[src/rtl/cpu_pkg.sv]
// -----------------------------------------------------------------------------
// cpu_pkg
// Shared definitions for the pipeline back end:
//   - load-size encodings used by the MEM and WB stages
//   - datapath / register-index widths
//   - the MEM/WB payload record
// -----------------------------------------------------------------------------
package cpu_pkg;

  localparam int XLEN  = 32;
  localparam int REG_W = 5;

  // Encoding 2'b11 is deliberately left unnamed; consumers treat it as a word.
  typedef enum logic [1:0] {
    LS_BYTE = 2'b00,
    LS_HALF = 2'b01,
    LS_WORD = 2'b10
  } load_size_e;

  // Data fields carried from MEM into WB. Validity is kept separately so that
  // a flush only has to touch one bit.
  typedef struct packed {
    logic             reg_write;
    logic [REG_W-1:0] dest;
    logic [XLEN-1:0]  data;
  } memwb_t;

endpackage : cpu_pkg

[src/rtl/load_align.sv]
// -----------------------------------------------------------------------------
// load_align
// Purely combinational extraction of a byte / half / word from an aligned
// little-endian memory word, with sign or zero extension.
//
// Ports:
//   data_i     [31:0]  raw aligned word from data memory
//   size_i     [1:0]   LS_BYTE / LS_HALF / LS_WORD (2'b11 behaves as word)
//   offset_i   [1:0]   byte offset of the load address
//   unsigned_i         1 = zero-extend, 0 = sign-extend sub-word results
//   result_o   [31:0]  extracted, extended value
// -----------------------------------------------------------------------------
module load_align
  import cpu_pkg::*;
(
  input  logic [XLEN-1:0] data_i,
  input  logic [1:0]      size_i,
  input  logic [1:0]      offset_i,
  input  logic            unsigned_i,
  output logic [XLEN-1:0] result_o
);

  logic [7:0]  byte_sel;
  logic [15:0] half_sel;
  logic        byte_ext;
  logic        half_ext;

  // Byte 0 lives in bits 7:0; the offset scaled by 8 is the lane's LSB.
  assign byte_sel = data_i[{offset_i, 3'b000} +: 8];
  // Halves are selected by offset bit 1 only; bit 0 is ignored.
  assign half_sel = offset_i[1] ? data_i[31:16] : data_i[15:0];

  assign byte_ext = ~unsigned_i & byte_sel[7];
  assign half_ext = ~unsigned_i & half_sel[15];

  // NOTE: result_o gets a default before the case so every path assigns it;
  // otherwise an uncovered encoding would infer a latch.
  always_comb begin
    result_o = data_i;
    case (size_i)
      LS_BYTE: result_o = {{24{byte_ext}}, byte_sel};
      LS_HALF: result_o = {{16{half_ext}}, half_sel};
      default: result_o = data_i;
    endcase
  end

endmodule : load_align

[src/rtl/wb_stage.sv]
// -----------------------------------------------------------------------------
// wb_stage
// Write-back pipeline stage: one MEM/WB register feeding the register-file
// write port, same-cycle write-through hits for the ID stage, and a
// retired-instruction counter.
//
// Ports:
//   clk, rst_n                 clock, asynchronous active-low reset
//   mem_valid                  MEM presents a valid instruction
//   mem_alu_result [31:0]      ALU / address result
//   mem_load_data  [31:0]      raw aligned load word
//   mem_dest       [4:0]       destination register
//   mem_reg_write              instruction writes the register file
//   mem_to_reg                 1 = load result, 0 = ALU result
//   mem_load_size  [1:0]       byte / half / word
//   mem_load_unsigned          zero- vs sign-extend sub-word loads
//   mem_byte_off   [1:0]       byte offset of the load address
//   flush                      drop the instruction being captured
//   id_rs, id_rt   [4:0]       sources currently decoded in ID
//   we, wb_addr, wb_data       register-file write port (registered)
//   fwd_rs_hit, fwd_rt_hit     write-through hit for rs / rt
//   fwd_data       [31:0]      write-through value (same as wb_data)
//   retire_cnt     [CNT_W-1:0] retired valid instructions, wraps
// -----------------------------------------------------------------------------
module wb_stage
  import cpu_pkg::*;
#(
  parameter int CNT_W = 32
) (
  input  logic             clk,
  input  logic             rst_n,
  input  logic             mem_valid,
  input  logic [XLEN-1:0]  mem_alu_result,
  input  logic [XLEN-1:0]  mem_load_data,
  input  logic [REG_W-1:0] mem_dest,
  input  logic             mem_reg_write,
  input  logic             mem_to_reg,
  input  logic [1:0]       mem_load_size,
  input  logic             mem_load_unsigned,
  input  logic [1:0]       mem_byte_off,
  input  logic             flush,
  input  logic [REG_W-1:0] id_rs,
  input  logic [REG_W-1:0] id_rt,
  output logic             we,
  output logic [REG_W-1:0] wb_addr,
  output logic [XLEN-1:0]  wb_data,
  output logic             fwd_rs_hit,
  output logic             fwd_rt_hit,
  output logic [XLEN-1:0]  fwd_data,
  output logic [CNT_W-1:0] retire_cnt
);

  logic             valid_d, valid_q;
  memwb_t           wb_d, wb_q;
  logic [CNT_W-1:0] cnt_d, cnt_q;
  logic [XLEN-1:0]  load_value;

  // Extraction happens before the register so the write port is a clean
  // register output in the following cycle.
  load_align u_load_align (
    .data_i     (mem_load_data),
    .size_i     (mem_load_size),
    .offset_i   (mem_byte_off),
    .unsigned_i (mem_load_unsigned),
    .result_o   (load_value)
  );

  // Flush beats valid. Data fields load even for bubbles; only the valid bit
  // gates the write.
  assign valid_d        = mem_valid & ~flush;
  assign wb_d.reg_write = mem_reg_write;
  assign wb_d.dest      = mem_dest;
  assign wb_d.data      = mem_to_reg ? load_value : mem_alu_result;

  // The count lags the instruction by one edge: it advances on the edge where
  // the instruction leaves WB, whether or not it wrote a register.
  assign cnt_d = cnt_q + CNT_W'(valid_q);

  // NOTE: sequential state uses non-blocking assignments so every register
  // samples its pre-edge inputs regardless of statement order. This block has
  // no memories, so every flop can safely take the asynchronous reset.
  always_ff @(posedge clk or negedge rst_n) begin
    if (!rst_n) begin
      valid_q <= 1'b0;
      wb_q    <= '0;
      cnt_q   <= '0;
    end else begin
      valid_q <= valid_d;
      wb_q    <= wb_d;
      cnt_q   <= cnt_d;
    end
  end

  // Register 0 is hard-wired; writes to it are suppressed here.
  assign we         = valid_q & wb_q.reg_write & (wb_q.dest != '0);
  assign wb_addr    = wb_q.dest;
  assign wb_data    = wb_q.data;
  assign fwd_data   = wb_q.data;
  assign fwd_rs_hit = we & (id_rs == wb_q.dest);
  assign fwd_rt_hit = we & (id_rt == wb_q.dest);
  assign retire_cnt = cnt_q;

endmodule : wb_stage

[config.mk]
export PLATFORM = sky130hd
export DESIGN_NAME = wb_stage
export DESIGN_NICKNAME = d
export VERILOG_FILES = /design/src/rtl/cpu_pkg.sv /design/src/rtl/load_align.sv /design/src/rtl/wb_stage.sv
export SDC_FILE = /design/constraint.sdc
export NUM_CORES = 1
export LEC_CHECK = 0
export CAP_MARGIN = 25
export CORE_MARGIN = 2
export CORE_UTILIZATION = 38
export DETAILED_ROUTE_END_ITERATION = 8
export PLACE_DENSITY = 0.74
export SYNTH_ARGS = -nofsm -noshare
export SYNTH_HDL_FRONTEND = slang
export SYNTH_HIERARCHICAL = 1
export SYNTH_SLANG_ARGS = --single-unit
[constraint.sdc]
create_clock -name clk -period 1.94 [get_ports clk]
set_input_delay 0.194 -clock clk [delete_from_list [all_inputs] [get_ports clk]]
set_output_delay 0.194 -clock clk [all_outputs]
set_load 0.03 [all_outputs]
==> results of run 1 <==
placed cells by master (no fill, tap or decap), types with 9 or more instances in the layout:
cell type and count:
clkbuf_8 9, mux2_2 32, nand4_1 10, nand2_1 66, xnor2_1 27, dfrtp_1 70, buf_4 28, nor2_1 10
xor2_1 13, nand3_1 16, clkdlybuf4s50_1 189
layout make-up:
| cell class | count | area share (%) |
|---|---|---|
| clock inverters | 7 | 1.91 |
| multi-input cells | 257 | 29.9 |
| flip-flops and latches | 71 | 28.2 |
| repair buffers | 224 | 35.0 |
| clock buffers | 9 | 1.97 |
| inverters | 3 | 0.179 |
| well taps | 140 | 2.78 |
stage by stage:
| step | setup slack, ps | hold slack, ps | TNS (ps) | instance area (um^2) | utilization [%] |
|---|---|---|---|---|---|
| after global placement | -32.8 | 295 | -194 | 6000 | 55.6 |
| after CTS | -123 | 251 | -348 | 6250 | 57.9 |
| after floorplan | 13.3 | -102 | 0 | 4240 | - |
| final | -124 | 271 | -241 | 6300 | 58.4 |
| after detailed placement | -105 | 310 | -815 | 6000 | 55.6 |
| after global routing | -274 | 257 | -679 | 6300 | 58.4 |
power by group:
group	internal (uW)	switching, uW
registers	1610	146
clock network	858	604
logic	687	731
total	3150	1480
registers in the layout, indices dropped and copies added (netlist names):
signal	flops
retire_cnt	32
fwd_data	32
wb_addr	5
valid_q	1
wb_q	1
layer usage:
metal,track usage [%],wire [um],up-vias,share of wire (%)
met1,25.8,4770,1663,41
met5,0,0,-,0
met4,8.97,265,0,2.3
met2,34.2,5670,153,49
li1,-,-,1648,-
met3,3.71,866,21,7.5
cell families (layout without fill, tap and decap cells):
kind of cell    after synthesis  count (layout)  share of synthesized area, %
simple gates                145             145                          17.8
buf+inv                      87             243                          14.6
flops                        71              71                          42.5
xor+xnor                     40              40                          8.38
mux                          35              35                          9.46
compound gates               34              34                          6.38
fa+ha+maj                     3               3                         0.898
path summary, 6_finish.rpt:
check | from | to
worst max register to register | retire_cnt[0] | retire_cnt[28]
max in group asynchronous | rst_n | retire_cnt[22]
worst max-delay path | wb_addr[4] | fwd_rs_hit
worst min-delay path | mem_dest[4] | wb_addr[4]
min in group asynchronous | rst_n | fwd_data[7]
worst min register to register | retire_cnt[31] | retire_cnt[31]
Yosys cell counts (2+ instances only):
master and instances:
buf_4 72, dfrtp_1 71, nand2_1 66, mux2_2 32, xnor2_1 27, nand3_1 17
xor2_1 13, nand4_1 10, nor2_1 10, a221o_1 8, and3_1 7, nor2b_1 7
nand2b_1 6, nor4_1 6, a22oi_1 5, clkbuf_1 4, a21o_1 3, a21oi_1 3
a2bb2oi_1 3, and4_1 3, buf_1 3, buf_2 3, ha_1 3, inv_1 3
o21ai_1 3, o22a_1 3, mux2i_1 2, nor3_1 2, nor4_2 2
timing repair:
action                                  4_1_cts  5_1_grt
hold buffers                                  1        0
gates resized for setup                       3       11
hold endpoints to repair                     54        0
pin swaps                                     0        5
buffers inserted                              0        1
endpoints found under the setup margin        3        5
critical path: stages (launching register included):
cell,delay [ps]
dfrtp_1,380
or4_1,510
o211ai_1,250
buf_4,190
nor4_4,40
buf_6,150
==> metrics list, run 1 <==
* Full die area: 11900 um^2
* Number of warnings issued by yosys: 6
* Max Freq: 484 MHz
* Type of the most critical hold path: in2reg
* Maximum fanout along the worst path: 2
* Top cells by area, synth: dfrtp_1 (43%), buf_4 (13%), mux2_2 (8.6%)
* VDD IR max: 0.312 mV
* Unrepaired setup endpoints after global routing: true
- The via count of the first global-routing pass was 3642.
- Setup violations remaining at the end of the flow were counted as 2.
- Summing all multi-input logic gate instances after layout gives 1880 um^2.
- Detailed placement ended at an HPWL of 8990 um.
- Fraction of final layout cells with drive strength greater than 1: 17.3%
- Clock tree synthesis found a total of 71 sinks.
- Total CTS buffers: 9
- Gp weighted congestion: 0.951
- dfrtp_1 takes more of the synthesized area than any other cell.
- Total Power: 4640 uW
- Counting cells, the worst reg-to-reg path comes to 6.
- Share of the yosys chip area belonging to registers: 42.5%
* Post-layout net count: 659
* Root buffer cell: clkbuf_8
- Count of port buffers added during placement: 193
- Dividing total power by cell area gives a power density of 736 nW/um^2.
- Clock H-tree levels: 3
- Once the floorplan was initialized, standard cells occupied 38.7% of the core.
- Net count of the mapped netlist: 508
- Crit share post-route: 106%
- Area Growth Syn to Fin: 50.7%
- First-pass GRT wire length: 18600 um
* Static leakage: 0.00273 uW
- Total inserted antenna cells: 0
- Num ports: 194
* Register area: 1780 um^2
- Clock insertion delay at the later pin of the skew report: 350 ps
- STA classifies the critical path startpoint as a register.
- Of all flip-flops after synthesis, the portion carrying an async set or reset was 100%.
* Overall track demand over capacity in global routing: 20.5%
* Actual transition at the worst max-transition pin: 734 ps
- Across the run, the number of max-cap violations was 0.
- The count of final max-slew check failures is 0.
- Core Area: 10800 um^2
* Data arrival time of the critical path: 1870 ps
- Synthesis produced a netlist whose cell count is 415.
* Top cell type's share of synthesized area: 42.5%
- Initial DRT Pass Iterations: 4
- Overall overflow remaining after global route: 0
* Violations in the final reports: negative setup slack
* Row count: 38
* Clock-pin transition on the worst setup and hold timing paths: 80 ps
* Detailed router's first-iteration violation count: 255
* Layout filler cell count: 953
* Non-filler cells, final: 711
- Maximum number of pins on one net before global-route repair: 57
- Flip-flop and latch count after synthesis: 71
* Worst Slack Setup Final: -124 ps
- Average size of a mapped cell: 10.1 um^2
- The number of hold-slack violations in the final timing report is 0.
* Outcome: finished, violations left
* Die boundary height: 109 um
* Setup slack of the most critical reg-to-reg path: 100 ps
- TritonCTS built the clock tree.
- Synth Cell Area: 4180 um^2
* Top_reg_cell synth: dfrtp_1
- Number of unique standard cell types used by synthesis: 47
- Routed wire length per instance: 16.3 um
* Final min period: 2060 ps
* Setup crit end kind: output port
* Number of antenna violations at the first check in global routing: 0
- In the routed layout, each cell is associated on average with a via count of 4.90.
- In this run the deepest clock path goes through 2 buffers.
- Counting flops with a built-in enable in the synthesized netlist gives 0.
- In this run the tightest slew margin relative to its limit is 51.1%.
* Vias after detailed routing: 3485
- In this run the horizontal extent of the chip is 109 um.
* Startpoint-to-endpoint class of the critical path: reg2out
- For this run, design rule violations remaining after detail routing come to 0.
- Hold Crit Depth: 1
- For this block, the routed nets add up to 11600 um of wire.
- Counting tap cells, the placed design contains a total of 693 instances.
- Antenna-violating nets left: 0
- Across the routed clock network, the largest skew measured is 3.47 ps.
* Worst endpoint required time: 1750 ps
Note: power is estimated with default switching activity, not from simulation.
==> inputs of run 2 (changes only) <==
Settings changed: CORE_MARGIN 2 to not set.
==> run 2 against run 1 <==
The flow still finishes with violations (negative setup slack). Total power fell by 9.2%. Cell count fell by 0.84%. Critical path depth did not move. Setup slack improved by 14 ps. Register-to-register slack barely moved. Largest power group unchanged.
==> metrics list, run 2 (synthesis results as in run 1) <==
* Final cell area excluding filler cells: 6170 um^2 (-2.0%)
- The die width is 107 um (-1.8%).
- Antenna-violating nets left: 0 (unchanged)
- The final reports fail on negative setup slack.
- Worst endpoint required time: 1750 ps (about the same)
- Row count: 37 (-2.6%)
* Placed Area: 5980 um^2 (-0.33%)
* Layout filler cell count: 916 (-3.9%)
- Setup slack of the most critical reg-to-reg path: 100 ps (about the same)
- The DRC violation total after the first TritonRoute iteration was 163 (-36%).
* Setup TNS: -217 ps (+24.2 ps)
* Clock insertion delay at the later pin of the skew report: 340 ps (about the same)
- The cell sitting at the root of the clock tree is a clkbuf_8.
* WHS Endpoint: wb_q[37]
* Initial DRT Pass Iterations: 4 (unchanged)
- Vias per Instance: 4.96 (+1.3%)
- Area taken by multi-input logic gates: 1860 um^2 (-1.3%)
- Relative to the synthesized area, the layout overhead comes to 47.7%.
* Most common cell type on the critical path: buf_4
- Total inserted antenna cells: 0 (unchanged)
* Maximum clock skew at final layout: 4.72 ps (+1.25 ps)
- The internal power was 2800 uW (-11%).
- Die boundary height: 107 um (-1.8%)
- Final setup viols: 2 (unchanged)
* Post-layout net count: 657 (-0.30%)
* Static leakage: 0.00267 uW (-2.1%)
- The total wire length after detailed routing was 11600 um (+0.34%).
- The number of instances on the worst hold path is 1 (unchanged).
* Total CTS buffers: 9 (unchanged)
- The pin count of the biggest net entering global routing is 61 (+7.0%).
- Overall track demand over capacity in global routing: 21.5% (+1.1 points)
- The logic gate share of total power was 33.5% (+2.9 points).
- The half-perimeter wire length after placement came to 9030 um (+0.45%).
- Cell count of the worst reg-to-reg path: 6 (unchanged)
- The maximum count of clock buffers along a single path was 2 (unchanged).
- Switching power summed over all nets: 1410 uW (-4.7%)
- First-pass GRT wire length: 18900 um (+1.9%)
* Sink count of the clock tree: 71 (unchanged)
- Clock-pin transition on the worst setup and hold timing paths: 70 ps (about the same)
* TritonCTS clock tree: built
* Vias after detailed routing: 3499 (+0.40%)
- The least setup slack across all paths after layout is -110 ps (+14.4 ps).
- Vias in the first global route: 3720 (+2.1%)
* Post-route DRC violation count: 0 (unchanged)
* Final min period: 2050 ps (-14.4 ps)
- Total count of hold-check failures in the final report: 0 (unchanged)
- The number of ports placed on the die boundary is 194 (unchanged).
* Core Area: 10500 um^2 (-2.6%)
- The deepest level of the CTS H-tree is 3 (unchanged).
- STA classifies the critical path startpoint as a register.
- Maximum fanout along the worst path: 2 (unchanged)
* Sequential power share: 41.5% (+3.6 points)
- Relative max-transition margin: 48.0% (-3.1 points)
- Power per standard cell area: 682 nW/um^2 (-7.4%)
- Count of port buffers added during placement: 193 (unchanged)
- Setup slack at placement: -81.4 ps (+23.2 ps)
- The switching part of the total power was 33.5% (+1.6 points).
- Final Slew Violations: 0 (unchanged)
- The fraction of final layout cells sized beyond drive strength 1 is 16.3% (-0.99 points).
- The critical path is of the reg2out type.
* Type of the most critical hold path: in2reg
* Cells traversed along the worst timing path: or4_1 -> o211ai_1 -> buf_4 -> nor4_2 -> buf_4
- The maximum clock frequency was 488 MHz (+0.70%).
- Worst hold path startpoint: mem_reg_write
- The total chip power came to 4210 uW (-9.2%).
- Setup crit end kind: output port
- Number of antenna violations at the first check in global routing: 0 (unchanged)
* Top library cells by usage in the layout, fill and taps aside: clkdlybuf4s50_1 (189), dfrtp_1 (70), nand2_1 (66)
- Clock share of power: 24.9% (-6.6 points)
* Crit-path max cell delay: 510 ps (about the same)
- The worst hold slack came to 284 ps (+12.9 ps).
* Actual transition at the worst max-transition pin: 780 ps (+46.5 ps)
- Gp weighted congestion: 0.858 (-9.8%)
* VDD IR max: 0.494 mV (+58%)
- The worst register-to-register path begins at retire_cnt[0].
- Routed wire length per instance: 16.5 um (+1.2%)
- The initial core utilization came to 39.8% (+1.0 points).
* Worst path top cell family by delay: simple AND/OR/NAND/NOR gates
- The area enclosed by the die boundary was 11400 um^2 (-3.6%).
- On the critical path, the stage with the largest delay is an instance of or4_1.
- Unrepaired setup endpoints after global routing: true
- Data arrival time of the critical path: 1860 ps (about the same)
- Critical path buffer and inverter count: 2 (unchanged)
* Most common library cell in the layout ignoring fill and taps: clkdlybuf4s50_1
* Count of max-cap constraint violations: 0 (unchanged)
- Register area: 1780 um^2 (unchanged)
- Overall overflow remaining after global route: 0 (unchanged)
- The part of the cycle the worst path needs is 106% (-0.74 points).
- The flow ran to the end, but the final reports show violations.
- Endpoint of the worst-slack reg-to-reg timing path: retire_cnt[28]
-- run 2: cell types whose count changed in the layout (fill, tap and decap cells not counted), sizes merged --
cell      delta
buf          -2
bufinv       -3
clkbuf       +4
clkinv       -1
clkinvlp     +1
inv          -1
-- run 2: per-layer routing --
layer  vias to the layer above  global-route usage (%)  wire length, um
met4                         0                    10.7              399
met1                      1677                    26.8             4720
met2                       145                    36.3             5810
li1                       1651                       -                -
met3                        26                    3.34              685
met5                         -                       0                0
-- run 2: area by class of cell --
| cell class | count | share of cell area, % |
|---|---|---|
| Clock buffer | 13 | 2.41 |
| Clock inverter | 3 | 0.324 |
| Timing Repair Buffer | 222 | 35.4 |
| Sequential cell | 71 | 28.8 |
| Inverter | 3 | 0.182 |
| Tap cell | 136 | 2.76 |
| Multi-Input combinational cell | 257 | 30.1 |
-- run 2: worst reg2reg max path, cell delays in order, from the launching register on --
cell	delay, ps
dfrtp_2	400
ha_4	150
ha_4	150
nand3_2	110
or4b_4	550
nor4_4	240
xor2_1	160
-- run 2: per-stage QoR --
step | instances | util [%]
2_1_floorplan | 415 | -
3_3_place_gp | 687 | 56.9
3_5_place_dp | 687 | 56.9
4_1_cts | 704 | 58.7
5_1_grt | 705 | 58.7
6_report | 705 | 58.7
-- run 2: how the worst max path moves through the flow --
stage / startpoint / endpoint / slack [ps] / cells past startpoint
after floorplan: retire_cnt[0] / retire_cnt[28] / 10 / 6
after detailed placement: mem_byte_off[0] / fwd_data[14] / -80 / 7
after global placement: mem_byte_off[0] / fwd_data[9] / -30 / 7
after CTS: wb_addr[1] / fwd_rt_hit / -130 / 5
after global routing: wb_addr[4] / fwd_rs_hit / -210 / 5
final: wb_addr[4] / fwd_rt_hit / -110 / 5
-- run 2: power groups by stage --
stage	clock [uW]	sequential, uW	combinational [uW]
final	1050	1750	1410
after global routing	1160	1770	1500
after CTS	1090	1750	1420
after detailed placement	0	1780	1410
after global placement	0	1770	1390
after floorplan	0	1870	778
-- run 2: timing repair --
item / CTS / global route
setup buffers: 0 / 1
endpoints found under the hold margin: 58 / 0
pin swaps: 0 / 3
hold buffers: 1 / 0
gates resized for setup: 4 / 5
setup endpoints to repair: 3 / 5
